<file path="config.mk">
export PLATFORM = sky130hd
export DESIGN_NAME = c_rr_lock_arbiter
export DESIGN_NICKNAME = d
export VERILOG_FILES = /design/src/rtl/c_rr_lock_arbiter.sv
export SDC_FILE = /design/constraint.sdc
export NUM_CORES = 1
export LEC_CHECK = 0
export CAP_MARGIN = 10
export CORE_UTILIZATION = 45
export CTS_CLUSTER_DIAMETER = 40
export DETAILED_ROUTE_END_ITERATION = 8
export GPL_ROUTABILITY_DRIVEN = 1
export PLACE_DENSITY = 0.81
export REMOVE_ABC_BUFFERS = 1
export SLEW_MARGIN = 20
export SYNTH_ARGS = -nofsm -noshare
export SYNTH_HDL_FRONTEND = slang
export SYNTH_SLANG_ARGS = --single-unit
</file>
<file path="constraint.sdc">
create_clock -name clk -period 3.7 [get_ports clk]
set_input_delay 0.37 -clock clk [delete_from_list [all_inputs] [get_ports clk]]
set_output_delay 0.37 -clock clk [all_outputs]
set_load 0.02 [all_outputs]
</file>
<file path="src/rtl/c_rr_lock_arbiter.sv">
// Round-robin arbiter with packet lock: a wraparound prefix search from the priority
// pointer picks a winner, and a multi-flit packet keeps its grant from first ack to tail.
module c_rr_lock_arbiter #(
  parameter  int num_ports = 4,
  localparam int idx_width = (num_ports > 1) ? $clog2(num_ports) : 1
) (
  input  logic                 clk,
  input  logic                 reset,
  input  logic [0:num_ports-1] req,
  input  logic                 ack,
  input  logic                 tail,
  output logic [0:num_ports-1] gnt,
  output logic                 gnt_val,
  output logic [idx_width-1:0] gnt_idx,
  output logic                 locked
);

  typedef enum logic {IDLE, LOCKED} state_t;

  function automatic logic [0:num_ports-1] to_onehot(input logic [idx_width-1:0] idx);
    logic [0:num_ports-1] v;
    v = '0;
    for (int i = 0; i < num_ports; i++)
      if (idx == idx_width'(i)) v[i] = 1'b1;
    return v;
  endfunction

  function automatic logic [idx_width-1:0] next_port(input logic [idx_width-1:0] idx);
    return (idx == idx_width'(num_ports - 1)) ? '0 : idx + idx_width'(1);
  endfunction

  state_t               state_q, state_d;
  logic [0:num_ports-1] prio_q, prio_d;
  logic [idx_width-1:0] owner_q, owner_d;
  logic [0:num_ports-1] search_gnt;
  logic [0:num_ports-1] lock_gnt;

  // Two passes over req: the first pass arms at prio, the second wraps around to the
  // ports below it. 'seen' is the running prefix-OR of requests since the seed.
  always_comb begin : prefix_search
    logic seen;
    logic started;
    // NOTE: blocking assignments here build a ripple chain within one evaluation; every
    // variable gets a value before the loop so no latch can be inferred.
    search_gnt = '0;
    seen       = 1'b0;
    started    = 1'b0;
    for (int pass = 0; pass < 2; pass++) begin
      for (int i = 0; i < num_ports; i++) begin
        started = started | prio_q[i];
        if (started && req[i] && !seen) search_gnt[i] = 1'b1;
        seen = seen | (started & req[i]);
      end
    end
  end

  assign lock_gnt = to_onehot(owner_q) & req;

  // Outputs are gated by reset so nothing is granted while reset is held.
  assign gnt     = !reset ? '0 : ((state_q == LOCKED) ? lock_gnt : search_gnt);
  assign gnt_val = |gnt;
  assign locked  = reset && (state_q == LOCKED);

  always_comb begin
    gnt_idx = '0;
    for (int i = 0; i < num_ports; i++)
      if (gnt[i]) gnt_idx = gnt_idx | idx_width'(i);
  end

  always_comb begin
    state_d = state_q;
    prio_d  = prio_q;
    owner_d = owner_q;
    if (gnt_val && ack) begin
      case (state_q)
        IDLE: begin
          if (tail) begin
            prio_d = to_onehot(next_port(gnt_idx));
          end else begin
            state_d = LOCKED;
            owner_d = gnt_idx;
          end
        end
        LOCKED: begin
          if (tail) begin
            state_d = IDLE;
            prio_d  = to_onehot(next_port(owner_q));
          end
        end
        default: state_d = IDLE;
      endcase
    end
  end

  // NOTE: state registers use non-blocking assignments so every flop samples
  // the pre-edge values of the others.
  always_ff @(posedge clk or negedge reset) begin
    if (!reset) begin
      state_q <= IDLE;
      prio_q  <= to_onehot('0);
      owner_q <= '0;
    end else begin
      state_q <= state_d;
      prio_q  <= prio_d;
      owner_q <= owner_d;
    end
  end

  // The lock owner must keep requesting until its tail flit is consumed.
  a_owner_holds_req : assert property (
    @(posedge clk) disable iff (!reset)
    (state_q == LOCKED) |-> |(req & to_onehot(owner_q))
  ) else $error("lock owner dropped its request while LOCKED");

endmodule
</file>
* After elaboration in Yosys (flattened, before gate mapping)
Index checks and enable logic that the tools add are counted.
** Operators by class
- Eq/ne operators :: 12
- Reductions and logical operators :: 30
- Mux-type cells :: 31
- Bitwise operators :: 23
- $add $sub $neg :: 2
** Operator list (count)
- $mux 1 :: 22
- $logic_and 1x1->1 :: 17
- $mux 4 :: 4
- $eq 2x2->1 const B :: 7
- $or 1x1->1 :: 13
- $mux 2 :: 4
- $pmux 4 s2 :: 1
- $and 1x1->1 :: 7
- $logic_not 1->1 :: 7
- $eq 2x1->1 const B :: 3
- $logic_not 2->1 :: 3
- $reduce_and 3->1 :: 2
- $add 2x1->2 const B :: 2
- $and 4x4->4 :: 1
- $ne 2x2->1 const B :: 2
- $reduce_or 4->1 :: 1
- $not 1->1 :: 2
** Word-level totals
- Register bits after elaboration :: 7
- Bits of input ports :: 8

* Longest topological paths before layout
Gate-level depths: netlist (run 1).
- Depth after elaboration :: 22
- Gate-level depth with buffers :: 11

* Worst setup path before layout (run 1)
Ideal clock, no wire load.
- Path kind :: register -> register
- Start point :: register prio_q[1] (netlist bit)
- End point :: register prio_q[2] (netlist bit)
- Path slack :: 1.100 ns
- Period minus slack after synthesis :: 2.600 ns
- Required time :: 3.575 ns
- Library setup time :: 0.125 ns
- Stages on the path, launching flop included :: 10
- Buffers on the path :: 0
- Data arrival time :: 2.476 ns
- Cells stage by stage :: dfrtp_1 > nor3_2 > mux2i_1 > o22ai_4 > nor2_4 > inv_1 > ha_1 > nor4_1 > nor3_1 > mux2_2
** On the way
- Cells in the longest elaborated chain, start to end :: 20
- Elaborated cells on any way between the ends :: 61
- Those cells by class :: add/sub (1); eq/ne (2); mux (16); bitwise (19); reduce/logical (23)
** Ends and longest elaborated chain
- start, declared :: line 33 : logic [0:num_ports-1] prio_q, prio_d;
- start signal, assigned :: line 100 : prio_q <= to_onehot('0);
- start signal, assigned :: line 104 : prio_q <= prio_d;
- $or 1x1->1 :: line 50 : started = started | prio_q[i];
- $and 1x1->1 or $or 1x1->1 (tied branches) :: line 52, 50
- $or 1x1->1 (tied with other cells) (2 in a row) :: line 52 : seen = seen | (started & req[i]);
- $or 1x1->1 or $and 1x1->1 (tied branches) :: line 52
- $or 1x1->1 :: line 52
- $logic_not 1->1 :: line 51 : if (started && req[i] && !seen) search_gnt[i] = 1'b1;
- $logic_and 1x1->1 :: line 51
- $mux 1 * :: line 51
- [2 not listed]
- named net gnt (one bit) :: line 12 : output logic [0:num_ports-1] gnt,
- [1 not listed]
- $mux 2 * (2 in a row) :: line 67 : if (gnt[i]) gnt_idx = gnt_idx | idx_width'(i);
- named net gnt_idx[0] :: line 14 : output logic [idx_width-1:0] gnt_idx,
- $add 2x1->2 or $eq 2x2->1 (tied branches) :: line 29 : return (idx == idx_width'(num_ports - 1)) ? '0 : idx + idx_width'(1);
- $mux 2 * :: line 29
- $eq 2x2->1 * :: line 24 : if (idx == idx_width'(i)) v[i] = 1'b1;
- $mux 1 * :: line 24
- $mux 4 * :: line 77 : if (tail) begin
- $pmux 4 s2 * :: line 75 : case (state_q)
The timed path passes the listed nets; every way through them passes the cells marked *. The select of a mux whose other input is x is not followed.
A chain may end at the register's enable or synchronous reset.

* Final worst setup path (run 1)
- Start point :: input req[0] (netlist bit)
- End point :: output gnt_idx[1]
** On the way
- Cells in the longest elaborated chain, start to end :: 13
- Elaborated cells on any way between the ends :: 24
- Those cells by class :: mux (8); bitwise (8); reduce/logical (8)
** Ends and longest elaborated chain
- start, declared :: line 9 : input logic [0:num_ports-1] req,
- $and 1x1->1 :: line 52
- $or 1x1->1 (5 in a row) :: line 52
- $logic_not 1->1 or $or 1x1->1 (tied branches) :: line 51, 52
- $logic_and 1x1->1 or $logic_not 1->1 (tied branches) :: line 51
- $mux 1 or $logic_and 1x1->1 (tied branches) :: line 51
- $mux 4 * (2 in a row) :: line 60 : assign gnt = !reset ? '0 : ((state_q == LOCKED) ? lock_gnt : search_gnt);
- $mux 2 or $mux 4 (tied branches) :: line 67, 60
- $mux 2 * :: line 67
- end, declared :: line 14
Mark *: on every way between the ends. The rest lies on a longest branch, timed or not.

==> metrics, run 1 <==
Setup CP Type input pin to primary output; Iter 0 DRT Violations 19; GRT Overall Usage 19.9%; Bufs on Longest Clock Path 2; cell breakdown of the critical path clkdlybuf4s50_1 > and2_1 > or4_4 > a31oi_4 > nand2b_1 > clkdlybuf4s50_1; Clk pwr share 11.3%; dpl hpwl 1.22 mm; IO Count 16; nets@finish 105; Primary FF master, synth dfrtp_1; switching power 295 uW; Die H 41.4 um; worst min path class input pin to async pin; IO Port Bufs 15; Routed WL per cell 14.0 um; global route total overflow 0; warning count from the yosys run 0; Clock Sinks 7; Setup Fix Bufs, Post-CTS 0; initial antenna violation count 0; Max IR drop VDD 399 uV; top cell type's share of synthesized area 21.5%; Synth async-reset ratio 100%; core area 1370 um2; Non-Filler Instances 106; Worst R2R End prio_q[2]$_DFFE_PN0P_; first-pass GRT wire length 2.67 mm; Leakage 0.000388 uW; area leader, netlist dfrtp_1; number of global-route vias before repair 600; fin crit period 2950 ps; CTS root buf clkbuf_4; routability congestion estimate 0.838; die area 1720 um2; final setup vio count 0; CTS tree yes; status finished, final reports clean; post-synthesis sequential area ratio 25.2%; critical path startpoint category input pin; Worst EP required 3330 ps; final hold vios 0; Hold-fix buffers, CTS 0; delay of the slowest critical-path stage 620 ps; Antenna Violating Nets Remaining 0; post-synth cell types 39; # DRC 0; Mapped Area 699 um2; Worst Skew 7.38 ps; Slew HR 65.5%; Worst-Margin Slew 512 ps; register-to-register path setup slack 900 ps; DR vias/cell 5.65; Skew-Pair Late Insertion Delay 250 ps; Worst Path Arrival 2580 ps; top cells by area, synth dfrtp_1 (21%), ha_1 (8.9%), mux2i_1 (7.2%); Max-cap violations 0; Sw Ratio 47.6%; setup_tns 0 ps; DR vias 599; initial core utilization 51.2%; die width 41.4 um; multi-input logic area 484 um2; worst hold margin 567 ps; Slowest-stage cell, CP clkdlybuf4s50_1; PwrDens 690 nW/um2; Register Area 176 um2; largest net degree at the start of global routing 13; DRT Pass-1 Iters 6; H-tree level count 1; final wirelength 1.49 mm; CP max FO 4; CTS Buf Count 3; n_diodes 0; CP most frequent cell clkdlybuf4s50_1; Post-Synthesis Mean Instance Area 9.71 um2; cell count after synthesis 72; Reg power frac 26.6%; Max Clk Rate 0.339 GHz; Filler cells 119; reg2reg start prio_q[1]$_DFFE_PN0P_; clk slew on worst S/H paths 60 ps; fin. max-slew vios 0; Comb pwr share 62.1%; share of cells above drive strength 1 20.9%; placed instance count 102; number of synthesized flops with an enable pin 0; total internal power 325 uW; Finished Cell Area 898 um2; Reg2Reg Depth 9; RSZ-0062 raised after global routing no; crit path capture type primary output; crit share post-route 79.7%; area grow syn2layout 28.4%; post_cts resized 0; num rows 13; #FFs+latches synth 7; Post-Place Cell Area 871 um2
-- cell usage in the layout (no fill, tap or decap), drive strengths merged --
master / instances
mux2i: 5
dfstp: 1
a32o: 1
mux2: 4
a31oi: 2
ha: 5
a211oi: 1
nor4: 1
a21oi: 3
buf: 1
or4: 1
and2: 2
clkbuf: 3
clkinv: 1
nor3: 2
and3: 1
o21ai: 2
nand3: 1
nor2b: 2
clkdlybuf4s50: 15
o211ai: 1
nor2: 5
nand2b: 2
a2111oi: 1
o22ai: 2
nand4: 1
o21bai: 1
inv: 9
nand2: 6
a21o: 1
o31a: 1
o41ai: 1
dfrtp: 6
-- critical path, delay by kind of cell --
family          cells  cell delay, ps
simple gates        3             860
buf+inv             2            1100
compound gates      1             250
-- logic make-up after synthesis --
group | synth area share, %
AND/OR/NAND/NOR | 19.9
flip-flops | 25.2
buffers and inverters | 5.54
AO/OA/AOI/OAI | 26.3
multiplexers | 14.1
adder cells (fa/ha/maj) | 8.94
-- metal layers --
layer / vias up / GRT usage, % / wire (um)
met5: - / 0 / 0
met4: 0 / 11.6 / 12
met3: 2 / 1.74 / 94
met2: 22 / 30.9 / 656
met1: 275 / 26.8 / 723
li1: 300 / - / -
-- through the flow --
stage,total power (uW),util (%),setup WS [ps]
2_1_floorplan,432,-,1100
3_3_place_gp,546,63.7,685
3_5_place_dp,551,63.7,697
4_1_cts,624,65.8,757
5_1_grt,672,65.8,651
6_report,619,65.8,749
-- power groups by stage --
stage,sequential [uW],clock (uW),combinational [uW]
2_1_floorplan,152,0,280
3_3_place_gp,164,0,382
3_5_place_dp,165,0,385
4_1_cts,164,73.0,387
5_1_grt,172,76.1,424
6_report,165,69.9,385
-- final cells by class --
class / count / area share [%]
well taps: 15 / 2.09
repair buffers: 16 / 17.5
flip-flops and latches: 7 / 19.6
clock inverters: 1 / 0.557
multi-input cells: 55 / 53.9
clock buffers: 3 / 2.51
inverters: 9 / 3.76
-- flip-flops by register name, indices dropped and copies added, names as in the netlist --
name     count
state_q      1
owner_q      2
prio_q       4
-- worst max path at each step --
stage | start | to | slack, ps | cells past startpoint
global placement | req[3] | prio_q[2]$_DFFE_PN0P_ | 690 | 10
CTS | req[0] | gnt_idx[1] | 760 | 6
global route | prio_q[1]$_DFFE_PN0P_ | gnt_val | 650 | 6
finish | req[0] | gnt_idx[1] | 750 | 6
detailed placement | req[2] | prio_q[2]$_DFFE_PN0P_ | 700 | 10
floorplan | prio_q[1]$_DFFE_PN0P_ | prio_q[2]$_DFFE_PN0P_ | 1100 | 9
-- cells in the mapped netlist (2+ instances only) --
library cell and instances:
and2_1 2, dfrtp_1 6, ha_1 5, inv_1 9, mux2_2 2, mux2i_1 5
nand2_1 6, nand2b_1 2, nor2_1 3, nor2b_1 2, o21ai_0 2
No activity file was read; power rests on OpenSTA's default activity.
==> inputs of run 2 (changes only) <==
CORE_UTILIZATION = 43   (was 45)
clock period = 2.6 ns   (was 3.7 ns; I/O delays follow)
==> run 2 against run 1 <==
Net effect:
- sequential share of layout area is 2.3 points lower
- global-route usage is 1.8 points higher
- worst hold slack worse by 200 ps
- combinational power is 66% higher
- non-clock buffer count is 13 higher
- final cell count is 13% higher
- worst setup slack worse by 680 ps
- sequential cell count stayed put
- critical endpoint is now prio_q[2]$_DFFE_PN0P_
- largest power group unchanged
==> metrics, run 2 (synthesis results as in run 1) <==
status finished, final reports clean; Clk pwr share 9.6% (-1.7 points); Worst Path Arrival 2660 ps (+80 ps); fin crit period 2530 ps; Filler cells 116 (-2.5%); Max IR drop VDD 616 uV (+54%); Hold-fix buffers, CTS 0 (unchanged); DR vias 634 (+5.8%); Setup Fix Bufs, Post-CTS 0 (unchanged); CTS tree yes; Iter 0 DRT Violations 3 (-16); commonest non-fill, non-tap cell in the layout buf_4; final setup vio count 0 (unchanged); die area 1790 um2 (+4.4%); final hold vios 0 (unchanged); area grow syn2layout 46.3%; dpl hpwl 1.33 mm (+9.1%); IO Count 16 (unchanged); Slew HR 79.2% (+14 points); flip-flop count of the largest register after layout 4 (unchanged); GRT Overall Usage 21.7% (+1.8 points); Reg2Reg Depth 8 (-1); Skew-Pair Late Insertion Delay 250 ps (about the same); Bufs on Longest Clock Path 2 (unchanged); CP max FO 6 (+2); critical path startpoint category flop; Antenna Violating Nets Remaining 0 (unchanged); Finished Cell Area 1020 um2 (+14%); wire length on met3 35 um (-63%); IO Port Bufs 15 (unchanged); CP Depth 8 (+2); Die H 42.3 um (+2.2%); worst hold margin 369 ps (-199 ps); WL met1 789 um (+9.1%); worst min path class input pin to async pin; PwrDens 953 nW/um2 (+38%); PnR Total Power 976 uW (+58%); Worst-Margin Slew 311 ps (-201 ps); first-pass GRT wire length 2.87 mm (+7.5%); crit share post-route 97.3%; nets@finish 118 (+12%); final wirelength 1.68 mm (+13%); delay of the slowest critical-path stage 620 ps (about the same); Reg power frac 24.8% (-1.8 points); share of cells above drive strength 1 33.7% (+13 points); crit path capture type flop; DRT Pass-1 Iters 2 (-4); Place WS -35.6 ps (-733 ps); Buf/Inv on CP 0 (-2); Slowest-stage cell, CP dfstp_2; initial core utilization 46.4% (-4.8 points); core area 1510 um2 (+10%); largest net degree at the start of global routing 13 (unchanged); final worst-path setup slack 69.9 ps (-679 ps); Max-cap violations 0 (unchanged); Setup CP Type flop to flop; CP delay by family, top simple AND/OR/NAND/NOR gates; largest reg by FF count prio_q; DR vias/cell 5.28 (-6.5%); total internal power 527 uW (+62%); met2 WL post-DR 822 um (+25%); n_diodes 0 (unchanged); setup_tns 0 ps (unchanged); Worst Skew 3.00 ps (-4.37 ps); num rows 14 (+1); H-tree level count 1 (unchanged); clk slew on worst S/H paths 50 ps (about the same); Clock Sinks 7 (unchanged); number of global-route vias before repair 673 (+12%); Sw Ratio 45.9% (-1.6 points); Max Clk Rate 0.395 GHz; die width 42.3 um (+2.2%); initial antenna violation count 0 (unchanged); CTS Buf Count 3 (unchanged); Leakage 0.000469 uW (+21%); Routed WL per cell 14.0 um (about the same); Comb pwr share 65.6% (+3.5 points); DR top layer met4; Top Registers prio_q x4, owner_q x2, state_q x1; cell breakdown of the critical path nor2_2 > or4_4 > a31oi_4 > nand2b_1 > ha_1 > mux2i_1 > nor3_1 > mux2_2; CTS root buf clkbuf_4; fin. max-slew vios 0 (unchanged); Post-Place Cell Area 970 um2 (+11%); Worst EP required 2730 ps (-600 ps); # DRC 0 (unchanged); global route total overflow 0 (unchanged); routability congestion estimate 0.978 (+17%); switching power 448 uW (+52%); commonest cells after routing, fill and taps aside buf_4 (14), clkdlybuf4s50_1 (11), inv_1 (9)
==> run 2: cell types whose count changed in the layout (fill, tap and decap cells not counted), sizes merged <==
cell,previous run,this run
buf,1,14
clkbuf,3,4
clkinv,1,0
clkdlybuf4s50,15,11
dlygate4sd2,0,4
==> run 2: timing repair <==
action	4_1_cts	5_1_grt
resized for setup	6	4
setup endpoints to repair	4	2
pin swaps	0	0
==> run 2: area by class of cell <==
class	count	area [um2]	area share, %
Sequential cell	7	178	17.4
Timing Repair Buffer	29	250	24.4
Inverter	9	33.8	3.30
Clock buffer	4	26.3	2.57
Tap cell	16	20.0	1.96
Multi-Input combinational cell	55	515	50.4
==> run 2: worst paths after layout <==
kind | startpoint | end | slack [ps]
worst max-delay path | prio_q[0]$_DFFE_PN1P_ | prio_q[2]$_DFFE_PN0P_ | 70
worst max register to register | prio_q[0]$_DFFE_PN1P_ | prio_q[2]$_DFFE_PN0P_ | 70
worst min-delay path | reset | prio_q[3]$_DFFE_PN0P_ | 370
worst min register to register | owner_q[1]$_DFFE_PN0P_ | owner_q[1]$_DFFE_PN0P_ | 600
max in group asynchronous | reset | prio_q[0]$_DFFE_PN1P_ | 2010
min in group clk | owner_q[1]$_DFFE_PN0P_ | owner_q[1]$_DFFE_PN0P_ | 600
==> run 2: routing by layer <==
layer  up-vias  global-route usage, %
met5         -                      0
met4         0                   16.9
met3         4                   3.88
met2        12                   32.6
met1       294                   27.2
li1        324                      -
==> run 2: power by group through the flow <==
stage	Combinational [uW]	Sequential, uW	Clock [uW]
finish	640	242	93.4
global placement	612	230	0
CTS	619	230	100
detailed placement	618	232	0
global route	701	251	112
floorplan	398	216	0
==> run 2: metrics by stage <==
stage | utilization, % | std cells
finish | 67.9 | 120
global route | 67.9 | 120
floorplan | - | 71
CTS | 66.5 | 120
global placement | 64.4 | 116
detailed placement | 64.4 | 116
